===== config.mk =====
export PLATFORM = sky130hd
export DESIGN_NAME = btn_debounce
export DESIGN_NICKNAME = d
export VERILOG_FILES = /design/src/rtl/btn_debounce.sv
export SDC_FILE = /design/constraint.sdc
export NUM_CORES = 1
export LEC_CHECK = 0
export CAP_MARGIN = 20
export CORE_ASPECT_RATIO = 1.25
export CORE_MARGIN = 4
export CORE_UTILIZATION = 30
export CTS_CLUSTER_SIZE = 16
export DETAILED_ROUTE_END_ITERATION = 6
export HOLD_SLACK_MARGIN = 0.15
export PLACE_DENSITY = 0.49
export REMOVE_ABC_BUFFERS = 1
export SLEW_MARGIN = 20
export SYNTH_ARGS = -nofsm -noshare
export SYNTH_HDL_FRONTEND = slang
export SYNTH_SLANG_ARGS = --single-unit

===== constraint.sdc =====
create_clock -name clk_i -period 8.8 [get_ports clk_i]
set_input_delay 0.88 -clock clk_i [delete_from_list [all_inputs] [get_ports clk_i]]
set_output_delay 0.88 -clock clk_i [all_outputs]
set_load 0.01 [all_outputs]

===== src/rtl/btn_debounce.sv =====
// Synchronises and debounces button/switch inputs into clean levels and event pulses.
// Macros: SIM (tick every cycle), LONG_PRESS_EN (long-press hold counters).
module btn_debounce #(
   parameter int   CLK_IN_MHZ     = 125,
   parameter int   NUM_INPUTS     = 8,
   parameter int   DEBOUNCE_MS    = 20,
   parameter logic INPUT_POLARITY = 1'b0,
   parameter int   LONG_MS        = 1000
) (
   input  logic                  clk_i,
   input  logic                  rst_i,
   input  logic [NUM_INPUTS-1:0] btn_i,
   output logic [NUM_INPUTS-1:0] level_o,
   output logic [NUM_INPUTS-1:0] press_o,
   output logic [NUM_INPUTS-1:0] release_o,
   output logic [NUM_INPUTS-1:0] long_o
);

   localparam int CW = $clog2(DEBOUNCE_MS + 1);
   localparam logic [CW-1:0] CNT_LAST = CW'(DEBOUNCE_MS - 1);

   typedef enum logic {
      ST_STABLE,
      ST_PENDING
   } state_t;

   if (CLK_IN_MHZ < 1 || DEBOUNCE_MS < 1 || LONG_MS < 1) begin : g_bad_param
      $error("btn_debounce: parameters must be >= 1");
   end

   logic tick;

`ifdef SIM
   assign tick = 1'b1;
`else
   localparam int PDIV = CLK_IN_MHZ * 1000;
   localparam int PW   = $clog2(PDIV);
   localparam logic [PW-1:0] PMAX = PW'(PDIV - 1);

   logic [PW-1:0] pre_q;

   always_ff @(posedge clk_i or posedge rst_i) begin
      if (rst_i) begin
         pre_q <= '0;
      end else if (pre_q == PMAX) begin
         pre_q <= '0;
      end else begin
         pre_q <= pre_q + 1'b1;
      end
   end

   assign tick = (pre_q == PMAX);
`endif

   // Synchronisers reset to the pin's inactive level.
   logic [NUM_INPUTS-1:0] sync1_q;
   logic [NUM_INPUTS-1:0] sync2_q;
   logic [NUM_INPUTS-1:0] raw;

   always_ff @(posedge clk_i or posedge rst_i) begin
      if (rst_i) begin
         sync1_q <= {NUM_INPUTS{~INPUT_POLARITY}};
         sync2_q <= {NUM_INPUTS{~INPUT_POLARITY}};
      end else begin
         sync1_q <= btn_i;
         sync2_q <= sync1_q;
      end
   end

   assign raw = ~(sync2_q ^ {NUM_INPUTS{INPUT_POLARITY}});

   state_t                state_q [NUM_INPUTS];
   state_t                state_d [NUM_INPUTS];
   logic [CW-1:0]         cnt_q   [NUM_INPUTS];
   logic [CW-1:0]         cnt_d   [NUM_INPUTS];
   logic [NUM_INPUTS-1:0] level_q, level_d;
   logic [NUM_INPUTS-1:0] press_q, press_d;
   logic [NUM_INPUTS-1:0] rel_q, rel_d;
   logic [NUM_INPUTS-1:0] adv;

   always_ff @(posedge clk_i or posedge rst_i) begin
      if (rst_i) begin
         for (int i = 0; i < NUM_INPUTS; i++) begin
            state_q[i] <= ST_STABLE;
            cnt_q[i]   <= '0;
         end
         level_q <= '0;
         press_q <= '0;
         rel_q   <= '0;
      end else begin
         for (int i = 0; i < NUM_INPUTS; i++) begin
            state_q[i] <= state_d[i];
            cnt_q[i]   <= cnt_d[i];
         end
         level_q <= level_d;
         press_q <= press_d;
         rel_q   <= rel_d;
      end
   end

   always_comb begin
      level_d = level_q;
      press_d = '0;
      rel_d   = '0;
      adv     = '0;
      for (int i = 0; i < NUM_INPUTS; i++) begin
         state_d[i] = state_q[i];
         cnt_d[i]   = cnt_q[i];
         unique case (state_q[i])
            ST_STABLE: begin
               cnt_d[i] = '0;
               if (raw[i] != level_q[i]) begin
                  state_d[i] = ST_PENDING;
                  adv[i]     = tick;
               end
            end
            ST_PENDING: begin
               if (raw[i] == level_q[i]) begin
                  cnt_d[i]   = '0;
                  state_d[i] = ST_STABLE;
               end else begin
                  adv[i] = tick;
               end
            end
            default: begin
               cnt_d[i]   = '0;
               state_d[i] = ST_STABLE;
            end
         endcase
         // Accept the change on the DEBOUNCE_MS-th disagreeing tick.
         if (adv[i]) begin
            if (cnt_q[i] == CNT_LAST) begin
               level_d[i] = raw[i];
               press_d[i] = raw[i];
               rel_d[i]   = ~raw[i];
               cnt_d[i]   = '0;
               state_d[i] = ST_STABLE;
            end else begin
               cnt_d[i] = cnt_q[i] + 1'b1;
            end
         end
      end
   end

   assign level_o   = level_q;
   assign press_o   = press_q;
   assign release_o = rel_q;

`ifdef LONG_PRESS_EN
   localparam int HW = $clog2(LONG_MS + 1);
   localparam logic [HW-1:0] HOLD_MAX  = HW'(LONG_MS);
   localparam logic [HW-1:0] HOLD_LAST = HW'(LONG_MS - 1);

   logic [HW-1:0]         hold_q [NUM_INPUTS];
   logic [NUM_INPUTS-1:0] long_q;

   always_ff @(posedge clk_i or posedge rst_i) begin
      if (rst_i) begin
         for (int i = 0; i < NUM_INPUTS; i++) begin
            hold_q[i] <= '0;
         end
         long_q <= '0;
      end else begin
         for (int i = 0; i < NUM_INPUTS; i++) begin
            long_q[i] <= 1'b0;
            if (!level_q[i]) begin
               hold_q[i] <= '0;
            end else if (tick && hold_q[i] != HOLD_MAX) begin
               hold_q[i] <= hold_q[i] + 1'b1;
               long_q[i] <= (hold_q[i] == HOLD_LAST);
            end
         end
      end
   end

   assign long_o = long_q;
`else
   assign long_o = '0;
`endif

endmodule


After elaboration in Yosys (flattened, before gate mapping)
Index checks and enable logic that the tools add are counted.

operators by class
  add/subtract/negate cells = 9
  equal/unequal tests = 33
  muxes and demuxes = 129
  bitwise operators = 17
  reduce and logical (&&, ||, !) cells = 8

operators by type and width
  cell                                                              count
  5-bit two-way mux                                                 24
  1-bit two-way mux                                                 80
  5-bit case mux with 2 select lines                                8
  5-bit by 1-bit adder with 5-bit output (second input constant)    8
  5-bit == test (second input constant)                             8
  1-bit case mux with 2 select lines                                16
  3-bit by 1-bit != test with 1-bit output (second input constant)  8
  17-bit by 1-bit adder with 17-bit output (second input constant)  1
  17-bit == test (second input constant)                            1
  17-bit two-way mux                                                1
  1-bit NOT                                                         16
  2-bit AND reduction                                               8
  1-bit == test                                                     8
  1-bit != test                                                     8
  8-bit NOT                                                         1

storage, ports and cells
  register bits after elaboration = 105
  output and inout port bits = 32

Depth between registers and ports, before layout
  depth in word-level cells = 6
  depth in mapped cells = 8

Worst setup path after synthesis
Ideal clock, no wire load.

  path kind = flip-flop to flip-flop
  start point = reg pre_q[9]
  end point = reg cnt_q[34] in the netlist's numbering
  arrival time = 2.099 ns
  required time = 8.731 ns
  slack = 6.632 ns
  cell stages (with the launch flop) = 7
  buffers on the path = 2
  clock period less this slack = 2.168 ns
  cell sequence = dfrtp_1 -> or4b_4 -> or3_1 -> buf_2 -> buf_6 -> or4_1 -> nand3_1

between the ends
  word-level cells in the longest chain between the ends = 4

ends and longest elaborated chain
  item                                                                                            RTL line  RTL
  from (decl)                                                                                     40        logic [PW-1:0] pre_q;
  from (signal assigned)                                                                          48        pre_q <= pre_q + 1'b1;
  17-bit == test *                                                                                52        assign tick = (pre_q == PMAX);
  1-bit two-way mux, on equally long branches                                                     118, 112
  1-bit case mux with 2 select lines *                                                            109       unique case (state_q[i])
  3-bit by 1-bit != test with 1-bit output (no line) / 5-bit two-way mux (equally long branches)  --
  to (signal, indexed assignment)                                                                 93        cnt_q[i] <= cnt_d[i];
  to (decl)                                                                                       74        logic [CW-1:0] cnt_q [NUM_INPUTS];

Mark *: on every way between the ends. The rest lies on a longest branch, timed or not.
A chain may end at the register's enable or synchronous reset.

Final worst setup path
  start point = reg pre_q[3]
  end point = reg press_q[3], in the netlist press_o[3]

between the ends
  word-level cells in the longest chain between the ends = 4

ends and longest elaborated chain
  item                                         RTL line  RTL
  17-bit == test *                             52
  1-bit two-way mux, on equally long branches  118, 112
  1-bit case mux with 2 select lines *         109
  1-bit two-way mux *                          131       if (adv[i]) begin
  via press_d[3]                               77        logic [NUM_INPUTS-1:0] press_q, press_d;
  to (signal assigned)                         96        press_q <= press_d;
  to (decl)                                    77

Mark *: on every way through the listed nets, which the timed path passes. The rest lies on a longest branch.

==> flow_summary_export.csv <==
group,metric,value,unit
clock_network,cts_inserted_buffers,9,
detailed_routing,drt-initial-drc-count,278,
sta,slew_violations,0,
detailed_routing,wl,11.75,mm
clock_network,clock-sinks,105,
sta,setup_ws,6.059,ns
layout,final_core_util,0.3572,
setup_path,arrival,2.97,ns
setup_path,worstPathCellList,"nor4_1, nand3_2, buf_4, or4_1, nor4_1",
clock_network,cts_tree,"built",
detailed_routing,wl_per_cell,16.21,µm
setup_path,cpLargestDelayFamily,"simple AND/OR/NAND/NOR gates",
synth,postSynthCellCount,478,
setup_path,cp-start-kind,"flop",
clock_network,ctsResizeCount,0,
layout,drive_gt1_frac,0.08448,
sta,fin_crit,2.741,ns
detailed_routing,drc,0,
setup_path,crit_path_top_delay_cell,"or4_1",
setup_path,reg2reg_depth,5,
grt,grt_antenna_before_repair,0,
min_path,hold_path_end,"sync2_q[0]",
placed_design,dp.cells,709,
clock_network,root_buffer,"clkbuf_16",
sta,hold_viol_final,0,
sta,relSlewSlack,0.3481,
grt,grt_start_max_net_pins,71,
placed_design,globalplace.congestion,0.7844,
grt,track_usage,0.1309,
floorplanning,coreArea,16400,µm²
floorplanning,die_h,153.2,µm
placed_design,io_buffers,33,
setup_path,timing.rr.start,"pre_q[3]",
clock_network,cts_hold_buf,0,
sta,setup_tns,0,ns
detailed_routing,dr.pass1.iters,4,
sta,setup_viol_count_final,0,
setup_path,path_buf_inv,1,
power,cellLeakagePower,0.002324,µW
min_path,hp-start,"sync1_q[0]",
grt,grt_pass1_vias,3977,
power,vdd_drop_max,0.06848,mV
setup_path,worstPathRequired,9.03,ns
sta,final.period_utilization,0.3115,
setup_path,critPathMaxFanout,54,
detailed_routing,drtAntennaViolNets,0,
setup_path,cp-end-kind,"flop",
power,power_density,151.3,nW/µm²
floorplanning,pin_count,42,
synth,syn_area_per_cell,10.59,µm²
layout,layout.cells.non_filler,725,
synth,synth_cell_types,44,
setup_path,regToRegSetupSlack,6.06,ns
floorplanning,die_area,19030,µm²
clock_network,clk_pin_slew,0.07,ns
clock_network,insertion_delay,0.34,ns
synth,synth_area,5061,µm²
sta,skew,0.006400,ns
outcome,outcome,"finished, final reports clean",
grt,grt_pass1_wl,20.01,mm
floorplanning,die_w,124.2,µm
sta,rsz0062_at_grt,"false",
floorplanning,num_rows,52,
layout,areaGrowthSynthToFinish,15.72,%
setup_path,slowest_delay,0.93,ns
clock_network,cts_post_setup_buffers_inserted,0,
sta,max_clock_freq,364.8,MHz
setup_path,worstSetupPathType,"reg -> reg",
layout,insertedDiodeCount,0,
placed_design,place_hpwl,7.400,mm
layout,n_fill_cell,1683,
detailed_routing,via_per_inst,5.367,
min_path,hold_path.class,"reg -> reg",
grt,gr-total-overflow,0,
sta,whs,0.3558,ns
setup_path,cp_common_cell,"nor4_1",
detailed_routing,vias,3891,
flow_run,max_cap_viol_count,0,
synth,yosys_warnings,0,
layout,finalNetCount,523,
placed_design,post-place-ws,6.063,ns
synth,ys_ff_latch,105,
floorplanning,start_util,0.3087,
clock_network,cts.htree.levels,3,
clock_network,cts_buffer_depth,2,
synth,synth_seq_area_share,0.5231,
min_path,hold_depth,0,
sta,worst_pin_slew,0.9647,ns
setup_path,r2r-end,"press_o[3]",
cell usage after synthesis:
cell,instances,share of area
nand4bb_1,2,0.0044
nand3b_1,4,0.0059
xnor2_1,17,0.029
ha_1,9,0.022
or4_1,13,0.019
clkbuf_1,18,0.013
xor2_1,13,0.022
o21a_1,2,0.0030
o2111ai_1,13,0.022
o41ai_1,1,0.0017
nor3_1,16,0.016
nor4bb_1,3,0.0059
dfstp_2,16,0.083
a2111oi_0,1,0.0017
and3_1,6,0.0074
o31ai_1,10,0.015
buf_6,1,0.0022
a21oi_1,20,0.020
mux2i_1,3,0.0059
buf_2,4,0.0040
nor4b_1,3,0.0052
a41o_1,8,0.016
nand2_1,20,0.015
buf_4,8,0.012
o32ai_1,2,0.0035
and2_1,1,0.0012
nand3_1,62,0.061
inv_1,7,0.0052
dfrtp_1,89,0.44
nand4b_1,3,0.0052
nor2_1,15,0.011
or3_1,8,0.0099
nand2b_1,2,0.0025
o21ai_0,8,0.0079
o211ai_1,17,0.025
a211oi_1,7,0.010
nand4_1,12,0.015
nor2b_1,4,0.0049
nor4_1,11,0.014
or4b_4,1,0.0027
conb_1,1,0.00074
and4_1,6,0.010
a31o_2,1,0.0017
nor3b_1,10,0.015
cells in the final DEF, fill, tap and decap left out, types with 6 or more instances in the layout:
cell type,instances
and3_1,6
nand3_1,61
a211oi_1,7
o2111ai_1,13
o31ai_1,10
nand2_1,20
conb_1,8
xnor2_1,17
or4_1,13
dfstp_2,16
a21oi_1,20
or3_1,8
nor3_1,15
xor2_1,13
and4_1,6
clkdlybuf4s50_1,33
buf_4,6
a41o_1,8
o211ai_1,17
nor4_1,11
o21ai_0,8
ha_1,9
nand4_1,12
nor2_1,15
inv_1,6
nor3b_1,10
clkbuf_16,9
dfrtp_1,89
worst max-delay path by stage:
stage / start / to / slack (ns) / cells after the start
finish: pre_q[3] / press_o[3] / 6.06 / 5
global route: pre_q[3] / press_o[3] / 5.78 / 5
CTS: pre_q[3] / press_o[2] / 6.04 / 5
detailed placement: pre_q[9] / cnt_q[35] / 6.06 / 5
global placement: rst_i / release_o[2] / 6.17 / 3
floorplan: pre_q[9] / cnt_q[35] / 4.95 / 4
flip-flops by register name, summed over array words and instances, names as in the netlist:
name / flops
level_o: 8
press_o: 8
sync2_q: 8
state_q: 8
cnt_q: 40
sync1_q: 8
release_o: 8
pre_q: 17
report_power, final:
group          internal, µW  switching [µW]  total [µW]
sequential              491            6.07         497
combinational          6.88            19.0        25.8
clock                   190             173         363
stage by stage:
step,total power [µW],instance area (µm²)
after floorplan,520.7,4928
after global placement,532.5,5587
after detailed placement,532.8,5587
after CTS,906.5,5851
after global routing,929.4,5857
final,886.2,5857
cell families (layout without fill, tap and decap cells):
group                    Yosys count  in the layout  share of synthesized area
flip-flops                       105            105                     0.5231
multiplexers                       3              3                   0.005933
AND/OR/NAND/NOR                  202            202                     0.2314
buffers and inverters             38             62                    0.03659
AO/OA/AOI/OAI                     90             90                     0.1281
XOR/XNOR                          30             30                    0.05192
adder cells (fa/ha/maj)            9              9                    0.02225
other                              1              8                  0.0007409
layer usage:
metal  share of wire  vias to the layer above  GRT usage
met4           0.022                        0    0.05793
li1                -                     1874          -
met2            0.48                       65     0.2059
met3           0.030                       16    0.02366
met1            0.47                     1936     0.1747
met5               0                        -          0
final cells by class:
cell class              instances  area (µm²)  share of cell area
clock inverters                 6       35.03            0.005982
clock buffers                  10       229.0             0.03909
repair buffers                 39       375.4             0.06409
multi-input cells             342        2271              0.3877
flip-flops and latches        105        2648              0.4520
inverters                       7       28.78            0.004913
well taps                     216       270.3             0.04614
worst register-to-register path, cell delays in order, from the launching register on:
cell     delay, ns
dfrtp_1       0.43
nor4_1        0.45
nand3_2       0.11
buf_4         0.31
or4_1         0.93
nor4_1        0.39
(Power assumes the default switching activity.)
